===== src/rtl/seg_scan_ctrl.sv =====
// Time-multiplexed N-digit common-anode seven-segment driver with built-in prescaler,
// dead time, per-digit blanking and frame-synchronous update. Optional: LEADING_ZERO_SUPPRESS_EN.
module seg_scan_ctrl #(
   parameter int unsigned NUM_DIGITS  = 4,
   parameter int unsigned REFRESH_DIV = 100000,
   parameter int unsigned DEAD_CYCLES = 2
) (
   input  logic                          i_clk,
   input  logic                          i_rst,
   input  logic [4*NUM_DIGITS-1:0]       i_digits,
   input  logic [NUM_DIGITS-1:0]         i_blank,
   input  logic                          i_load,
   output logic [NUM_DIGITS-1:0]         o_en,
   output logic [6:0]                    o_seg,
   output logic [$clog2(NUM_DIGITS)-1:0] o_digit_idx,
   output logic                          o_frame_tick
);

   localparam int unsigned IDX_W   = $clog2(NUM_DIGITS);
   localparam int unsigned PRE_W   = $clog2(REFRESH_DIV);
   localparam int unsigned DIG_W   = 4 * NUM_DIGITS;
   localparam logic [6:0]  SEG_OFF = 7'h7F;

   logic [PRE_W-1:0]      presc;
   logic [IDX_W-1:0]      idx;
   logic [DIG_W-1:0]      pend_digits;
   logic [NUM_DIGITS-1:0] pend_blank;
   logic                  pend_valid;
   logic [DIG_W-1:0]      disp_digits;
   logic [NUM_DIGITS-1:0] disp_blank;

   logic                  slot_end;
   logic                  frame_end;
   logic                  dead;
   logic [NUM_DIGITS-1:0] eff_blank;
   logic [3:0]            cur_nib;
   logic                  cur_blank;

   // Active-low gfedcba decode
   function automatic logic [6:0] hex_to_seg(input logic [3:0] h);
      logic [6:0] s;
      case (h)
         4'h0: s = 7'b1000000;
         4'h1: s = 7'b1111001;
         4'h2: s = 7'b0100100;
         4'h3: s = 7'b0110000;
         4'h4: s = 7'b0011001;
         4'h5: s = 7'b0010010;
         4'h6: s = 7'b0000010;
         4'h7: s = 7'b1111000;
         4'h8: s = 7'b0000000;
         4'h9: s = 7'b0010000;
         4'hA: s = 7'b0001000;
         4'hB: s = 7'b0000011;
         4'hC: s = 7'b1000110;
         4'hD: s = 7'b0100001;
         4'hE: s = 7'b0000110;
         default: s = 7'b0001110;
      endcase
      return s;
   endfunction

   always_comb begin
      slot_end  = (presc == PRE_W'(REFRESH_DIV - 1));
      frame_end = slot_end && (idx == IDX_W'(NUM_DIGITS - 1));
      dead      = (presc < PRE_W'(DEAD_CYCLES));
   end

`ifdef LEADING_ZERO_SUPPRESS_EN
   logic [NUM_DIGITS-1:0] lz_mask;
   logic                  seen_nz;

   // Zero nibbles above the most significant nonzero digit go dark; digit 0 always shows
   always_comb begin
      lz_mask = '0;
      seen_nz = 1'b0;
      for (int k = NUM_DIGITS - 1; k >= 1; k--) begin
         if (disp_digits[4*k +: 4] != 4'h0) begin
            seen_nz = 1'b1;
         end else if (!seen_nz) begin
            lz_mask[k] = 1'b1;
         end
      end
      eff_blank = disp_blank | lz_mask;
   end
`else
   always_comb eff_blank = disp_blank;
`endif

   // Select the nibble and blank flag of the digit currently being scanned
   always_comb begin
      cur_nib   = 4'h0;
      cur_blank = 1'b0;
      for (int k = 0; k < NUM_DIGITS; k++) begin
         if (idx == IDX_W'(k)) begin
            cur_nib   = disp_digits[4*k +: 4];
            cur_blank = eff_blank[k];
         end
      end
   end

   always_ff @(posedge i_clk) begin
      if (i_rst) begin
         presc        <= '0;
         idx          <= '0;
         pend_digits  <= '0;
         pend_blank   <= '0;
         pend_valid   <= 1'b0;
         disp_digits  <= '0;
         disp_blank   <= '0;
         o_en         <= '1;
         o_seg        <= SEG_OFF;
         o_digit_idx  <= '0;
         o_frame_tick <= 1'b0;
      end else begin
         presc <= slot_end ? '0 : presc + PRE_W'(1);
         if (slot_end) begin
            idx <= (idx == IDX_W'(NUM_DIGITS - 1)) ? '0 : idx + IDX_W'(1);
         end

         // Display regs only change on the frame boundary, so a frame is never torn
         if (frame_end) begin
            if (i_load) begin
               disp_digits <= i_digits;
               disp_blank  <= i_blank;
            end else if (pend_valid) begin
               disp_digits <= pend_digits;
               disp_blank  <= pend_blank;
            end
            pend_valid <= 1'b0;
         end else if (i_load) begin
            pend_digits <= i_digits;
            pend_blank  <= i_blank;
            pend_valid  <= 1'b1;
         end

         o_frame_tick <= frame_end;
         o_digit_idx  <= idx;
         if (dead || cur_blank) begin
            o_en  <= '1;
            o_seg <= SEG_OFF;
         end else begin
            o_en  <= ~(NUM_DIGITS'(1) << idx);
            o_seg <= hex_to_seg(cur_nib);
         end
      end
   end

endmodule


===== config.mk =====
export PLATFORM = sky130hd
export DESIGN_NAME = seg_scan_ctrl
export DESIGN_NICKNAME = d
export VERILOG_FILES = /design/src/rtl/seg_scan_ctrl.sv
export SDC_FILE = /design/constraint.sdc
export NUM_CORES = 1
export LEC_CHECK = 0
export ABC_AREA = 1
export BUFFER_PORTS_ARGS = -buffer_cell sky130_fd_sc_hd__buf_2
export CELL_PAD_IN_SITES_DETAIL_PLACEMENT = 0
export CELL_PAD_IN_SITES_GLOBAL_PLACEMENT = 1
export CORE_UTILIZATION = 46
export DETAILED_ROUTE_END_ITERATION = 10
export GPL_ROUTABILITY_DRIVEN = 0
export PLACE_DENSITY_LB_ADDON = 0.1
export SETUP_SLACK_MARGIN = 0.5
export SLEW_MARGIN = 20
export SYNTH_ARGS = -nofsm -noshare
export SYNTH_HDL_FRONTEND = slang
export SYNTH_SLANG_ARGS = --single-unit

===== constraint.sdc =====
create_clock -name i_clk -period 4 [get_ports i_clk]
set_input_delay 0 -clock i_clk [delete_from_list [all_inputs] [get_ports i_clk]]
set_output_delay 0 -clock i_clk [all_outputs]
set_load 0.005 [all_outputs]

**Word-level counts from Yosys, hierarchy flattened**

Memories as Yosys holds them, arrays and structs flattened. A register that Yosys moved wholly into a read port is not among the register bits.
Index checks and enable logic that the tools add are counted.

- Register bits after elaboration: 67
- Memory bits (read-only): 112
- Input port bits: 23
- Output and inout port bits: 14
- Logic and storage cells: 43
- Memories kept: 1

Memories:

| name | words | bits a word | rd ports | clocked after memory_dff | wr ports | RTL line | text |
|---|---|---|---|---|---|---|---|
| (name not given) | 16 | 7 | 1 | 1 | 0 | 42 | `case (h)` |

- Add/subtract/negate cells: 2
- Order comparisons: 1
- Equality and inequality tests: 4
- Shift operators: 1
- Multiplexer cells: 13
- Bitwise logic cells: 2
- Reduce and logical (&&, ||, !) cells: 9

Operator list:

| cell | count |
|---|---|
| $mux 16 | 2 |
| $mux 4 | 6 |
| $add 17x1->17 const B | 1 |
| $eq 17x17->1 const B | 1 |
| $lt 17x2->1 const B | 1 |
| $reduce_or 2->1 | 3 |
| $eq 2x2->1 const B | 2 |
| $mux 1 | 4 |
| $not 4->4 | 1 |
| $reduce_and 2->1 | 2 |
| $shl 1x2->4 const A | 1 |
| $add 2x1->2 const B | 1 |
| $eq 2x1->1 const B | 1 |
| $logic_not 2->1 | 1 |
| $mux 2 | 1 |
| $reduce_bool 2->1 | 1 |
| $logic_and 1x1->1 | 1 |
| $logic_or 1x1->1 | 1 |
| $not 1->1 | 1 |

**Depth between registers and ports, before layout**

- Depth in word-level cells: 7
- Mapped depth: 13

**Least setup slack after synthesis**

OpenSTA, ideal clock, no wires.

- Kind: register -> register
- Start point: register idx[0]
- End point: register o_seg[0]
- Setup time: 0.122 ns
- Data arrival time: 1.786 ns
- Slack: 2.092 ns
- Stages on the path, launching flop included: 13
- Buffers on the path: 0
- Clock period less this slack: 1.908 ns
- Cell sequence: dfxtp_1 > inv_1 > ha_1 > inv_2 > nor2_1 > nor2_1 > a21boi_1 > inv_1 > ha_1 > nand3_1 > nand2_1 > nand2_1 > nand3_1

- Word-level cells in the longest chain between the ends: 7
- Elaborated cells on any way between the ends: 14
- Classes of those cells: eq/ne (3); mux (8); reduce/logical (3)

Ends and longest elaborated chain:

| item | RTL line | text |
|---|---|---|
| start, declared | 25 | `logic [IDX_W-1:0] idx;` |
| start signal, assigned | 118 | `idx <= (idx == IDX_W'(NUM_DIGITS - 1)) ? '0 : idx + IDX_W'(1);` |
| $logic_not 2->1 | 95 | `if (idx == IDX_W'(k)) begin` |
| $mux 1 (4 in a row) | 95 |  |
| $logic_or 1x1->1 | 139 | `if (dead \|\| cur_blank) begin` |
| $reduce_or 2->1 (no line) | n/a |  |
| end, declared | 14 | `output logic [6:0] o_seg,` |

Parallel ways exist; a longest one is shown, timed or not.
A chain may end at the register's enable or synchronous reset.

**Worst setup path in the final report**

- Start point: register idx[0]
- End point: register disp_digits[2]

- Word-level cells in the longest chain between the ends: 3

Ends and longest elaborated chain:

| item | RTL line | text |
|---|---|---|
| $eq 2x2->1 | 65 | `frame_end = slot_end && (idx == IDX_W'(NUM_DIGITS - 1));` |
| $logic_and 1x1->1 | 65 |  |
| $reduce_and 2->1 (no line) | n/a |  |
| end signal, assigned | 124 | `disp_digits <= i_digits;` |
| end signal, assigned | 127 | `disp_digits <= pend_digits;` |
| end, declared | 29 | `logic [DIG_W-1:0] disp_digits;` |

No other way between the ends.

==> metrics.json <==
{
  "yosys_register_bits": 74,
  "clock_sink_count": 74,
  "path_clk_slew_ns": 0.08,
  "power_per_cell_area_nw_per_um2": 324.8,
  "chipHeight_um": 92.53,
  "grtUsageTotal_pct": 19.76,
  "cts-htree-levels": 3,
  "hp-start": "i_blank[1]",
  "comb_power_share_pct": 9.0,
  "post_cts.repair.setup_buffers": 0,
  "area.growth.synth_to_final_pct": 14.04,
  "start_util_pct": 48.29,
  "maxSlewViolCount": 0,
  "crit-reg2reg-launch": "idx[0]$_SDFFE_PP0N_",
  "syn-cell-area_um2": 3770,
  "cts-hold-fix-buffers": 18,
  "design.portCount": 37,
  "detailed_router_s_first_iteration_violation_count": 110,
  "grt_setup_unrepaired": "no",
  "floorplan.rows": 32,
  "synth.lib_cells_used.distinct": 31,
  "layout_cell_share_with_drive_strength_beyond_1_pct": 11.79,
  "totalNegativeSetupSlack_ns": 0,
  "crit_path_max_fanout": 43,
  "hpwlAfterDp_mm": 5.436,
  "finalPower_mw": 1.396,
  "timing.critical_path.to_type": "flop",
  "finalCriticalPeriod_ns": 2.403,
  "layout_common_cells": "102 x nand2_1, 102 x nor2_1, 74 x dfxtp_1",
  "multi_input_comb_area_um2": 1957,
  "irDropWorstVdd_mv": 0.1914,
  "grt_remaining_overflow": 0,
  "syn-mean-instance-area_um2": 7.086,
  "core_area_um2": 7807,
  "actual_slew_at_the_worst_max_slew_pin_ns": 0.7216,
  "hold_path_end": "pend_blank[1]$_SDFFE_PP0P_",
  "clk-insertion-delay-late_ns": 0.34,
  "setup_viol_count_final": 0,
  "cts_tree": "built",
  "worstPathRequired_ns": 4.27,
  "switching_power_uw": 344.8,
  "maximum_number_of_pins_on_one_net_before_global_route_repair": 44,
  "min_delay_path_depth": 5,
  "arrival_time_of_the_worst_setup_path_ns": 2.68,
  "cts.repair.resized": 0,
  "cts.root.buffer_cell": "clkbuf_8",
  "intPower_mw": 1.052,
  "synthesis.instances": 532,
  "synth_fp_nets": 566,
  "filler_cell_count": 826,
  "ant_nets": 0,
  "setup.worst_path.class": "reg2reg",
  "post_drt_via_cell_ratio": 4.938,
  "timing.reg2reg.worst_path_depth": 7,
  "drc_errors": 0,
  "timing.reg2reg.setup_slack_ns": 1.60,
  "n_antenna_cell": 0,
  "run_status": "finished, final reports clean",
  "power.clock.fraction_pct": 35.9,
  "start_kind": "flop",
  "whs_ns": 0.006210,
  "cap_violations": 0,
  "yosys_warnings": 0,
  "via_count_of_the_first_global_routing_pass": 3076,
  "static-leakage-power_nw": 1.932,
  "max_freq_mhz": 416.1,
  "num-nets-final": 608,
  "regToRegEndpoint": "disp_digits[2]$_SDFFE_PP0P_",
  "cts_max_path_buffers": 2,
  "pwr-share-seq_pct": 55.1,
  "fp.dieArea_um2": 8562,
  "cts_made_buffers": 9,
  "drt_pre_antenna_iters": 6,
  "timing.critical_path.from": "idx[0]$_SDFFE_PP0N_",
  "seq_area_um2": 1481,
  "totalWireLength_mm": 7.921,
  "min-delay-path-class": "in2reg",
  "wire_length_of_the_first_global_routing_pass_mm": 13.64,
  "power_switching_share_pct": 24.69,
  "finalHoldViolations": 0,
  "dr_total_vias": 3353,
  "dieWidth_um": 92.53,
  "fin_worst_skew_ns": 0.01082,
  "routedWlPerCell_um": 11.67,
  "post-route-period-util_pct": 60.08,
  "port_buffers": 36,
  "number_of_antenna_violations_at_the_first_check_in_global_routing": 0,
  "timing.slew.headroom_pct": 51.84,
  "synth_seq_area_share_pct": 39.30
}
-- metrics by stage --
step                      instances  util, %  cell area [µm²]  worst slack (ns)
after floorplan                 532        -             3770             2.092
after global placement          647    50.69             3958             1.673
after detailed placement        647    50.69             3958             1.630
after CTS                       679    55.03             4297             1.595
after global routing            679    55.06             4299             1.272
final                           679    55.06             4299             1.597
-- worst max-delay path by stage --
stage / endpoint / slack (ns)
finish: disp_digits[2]$_SDFFE_PP0P_ / 1.60
detailed placement: o_seg[0]$_SDFF_PP1_ / 1.63
CTS: disp_digits[0]$_SDFFE_PP0P_ / 1.59
global placement: o_seg[0]$_SDFF_PP1_ / 1.67
floorplan: o_seg[0]$_SDFF_PP1_ / 2.09
global route: o_seg[3]$_SDFF_PP1_ / 1.27
-- final cells by class --
cell class                 count  area share [%]
clock inverter                 3          0.4075
multi-input combinational    382           45.52
sequential                    74           34.46
clock buffer                  11           3.289
timing repair buffer          58           9.080
tap                          102           2.969
inverter                      49           4.278
-- cell families after synthesis --
group,count (synthesis),synth area share [%]
compound gates,42,5.709
simple gates,302,35.55
buf+inv,76,8.862
flops,74,39.30
fa+ha+maj,11,3.651
xor+xnor,7,1.626
mux,20,5.310
-- sequential cells by signal (all words and copies together) (netlist names) --
| name | cells |
|---|---|
| presc | 17 |
| disp_digits | 16 |
| pend_digits | 16 |
| o_seg | 7 |
| disp_blank | 4 |
| o_en | 4 |
| pend_blank | 4 |
| idx | 2 |
| o_digit_idx | 2 |
| o_frame_tick | 1 |
| pend_valid | 1 |
-- cell usage after synthesis (all sizes together) --
| master | n | area share (%) |
|---|---|---|
| clkinv | 2 | 0.20 |
| nor3 | 8 | 1.1 |
| xor2 | 6 | 1.4 |
| mux2i | 20 | 5.3 |
| o211ai | 1 | 0.20 |
| nand3b | 3 | 0.60 |
| a21boi | 1 | 0.20 |
| dfxtp | 74 | 39 |
| nand2 | 105 | 11 |
| nand4 | 24 | 4.4 |
| nor3b | 1 | 0.20 |
| xnor2 | 1 | 0.23 |
| buf | 26 | 3.9 |
| nand3 | 53 | 7.2 |
| ha | 11 | 3.7 |
| inv | 47 | 4.7 |
| clkbuf | 1 | 0.099 |
| a21oi | 35 | 4.6 |
| nor2 | 107 | 11 |
| o21ai | 5 | 0.66 |
| nor2b | 1 | 0.17 |
-- critical path, cell delays in order (launching register included) --
cell and delay (ns):
dfxtp_1 0.40, ha_1 0.62, buf_4 0.32, nand4_4 0.10, buf_4 0.28, nor2_4 0.41
nor2_1 0.09, nor2_1 0.10
-- layer usage --
layer  vias to the layer above  global-route usage [%]  part of all wire, %
met1                      1484                   25.64                   52
met3                        10                   3.120                  3.2
met2                        61                   33.15                   43
met4                         0                   6.901                  1.4
li1                       1798                       -                    -
met5                         -                       0                    0
-- power groups by stage --
stage | registers, mW | clock network [mW] | logic (mW)
after floorplan | 0.786 | 0 | 0.0813
after CTS | 0.769 | 0.517 | 0.127
after detailed placement | 0.786 | 0 | 0.114
after global routing | 0.772 | 0.540 | 0.145
final | 0.769 | 0.501 | 0.126
after global placement | 0.786 | 0 | 0.112
Note: power is estimated with default switching activity, not from simulation.
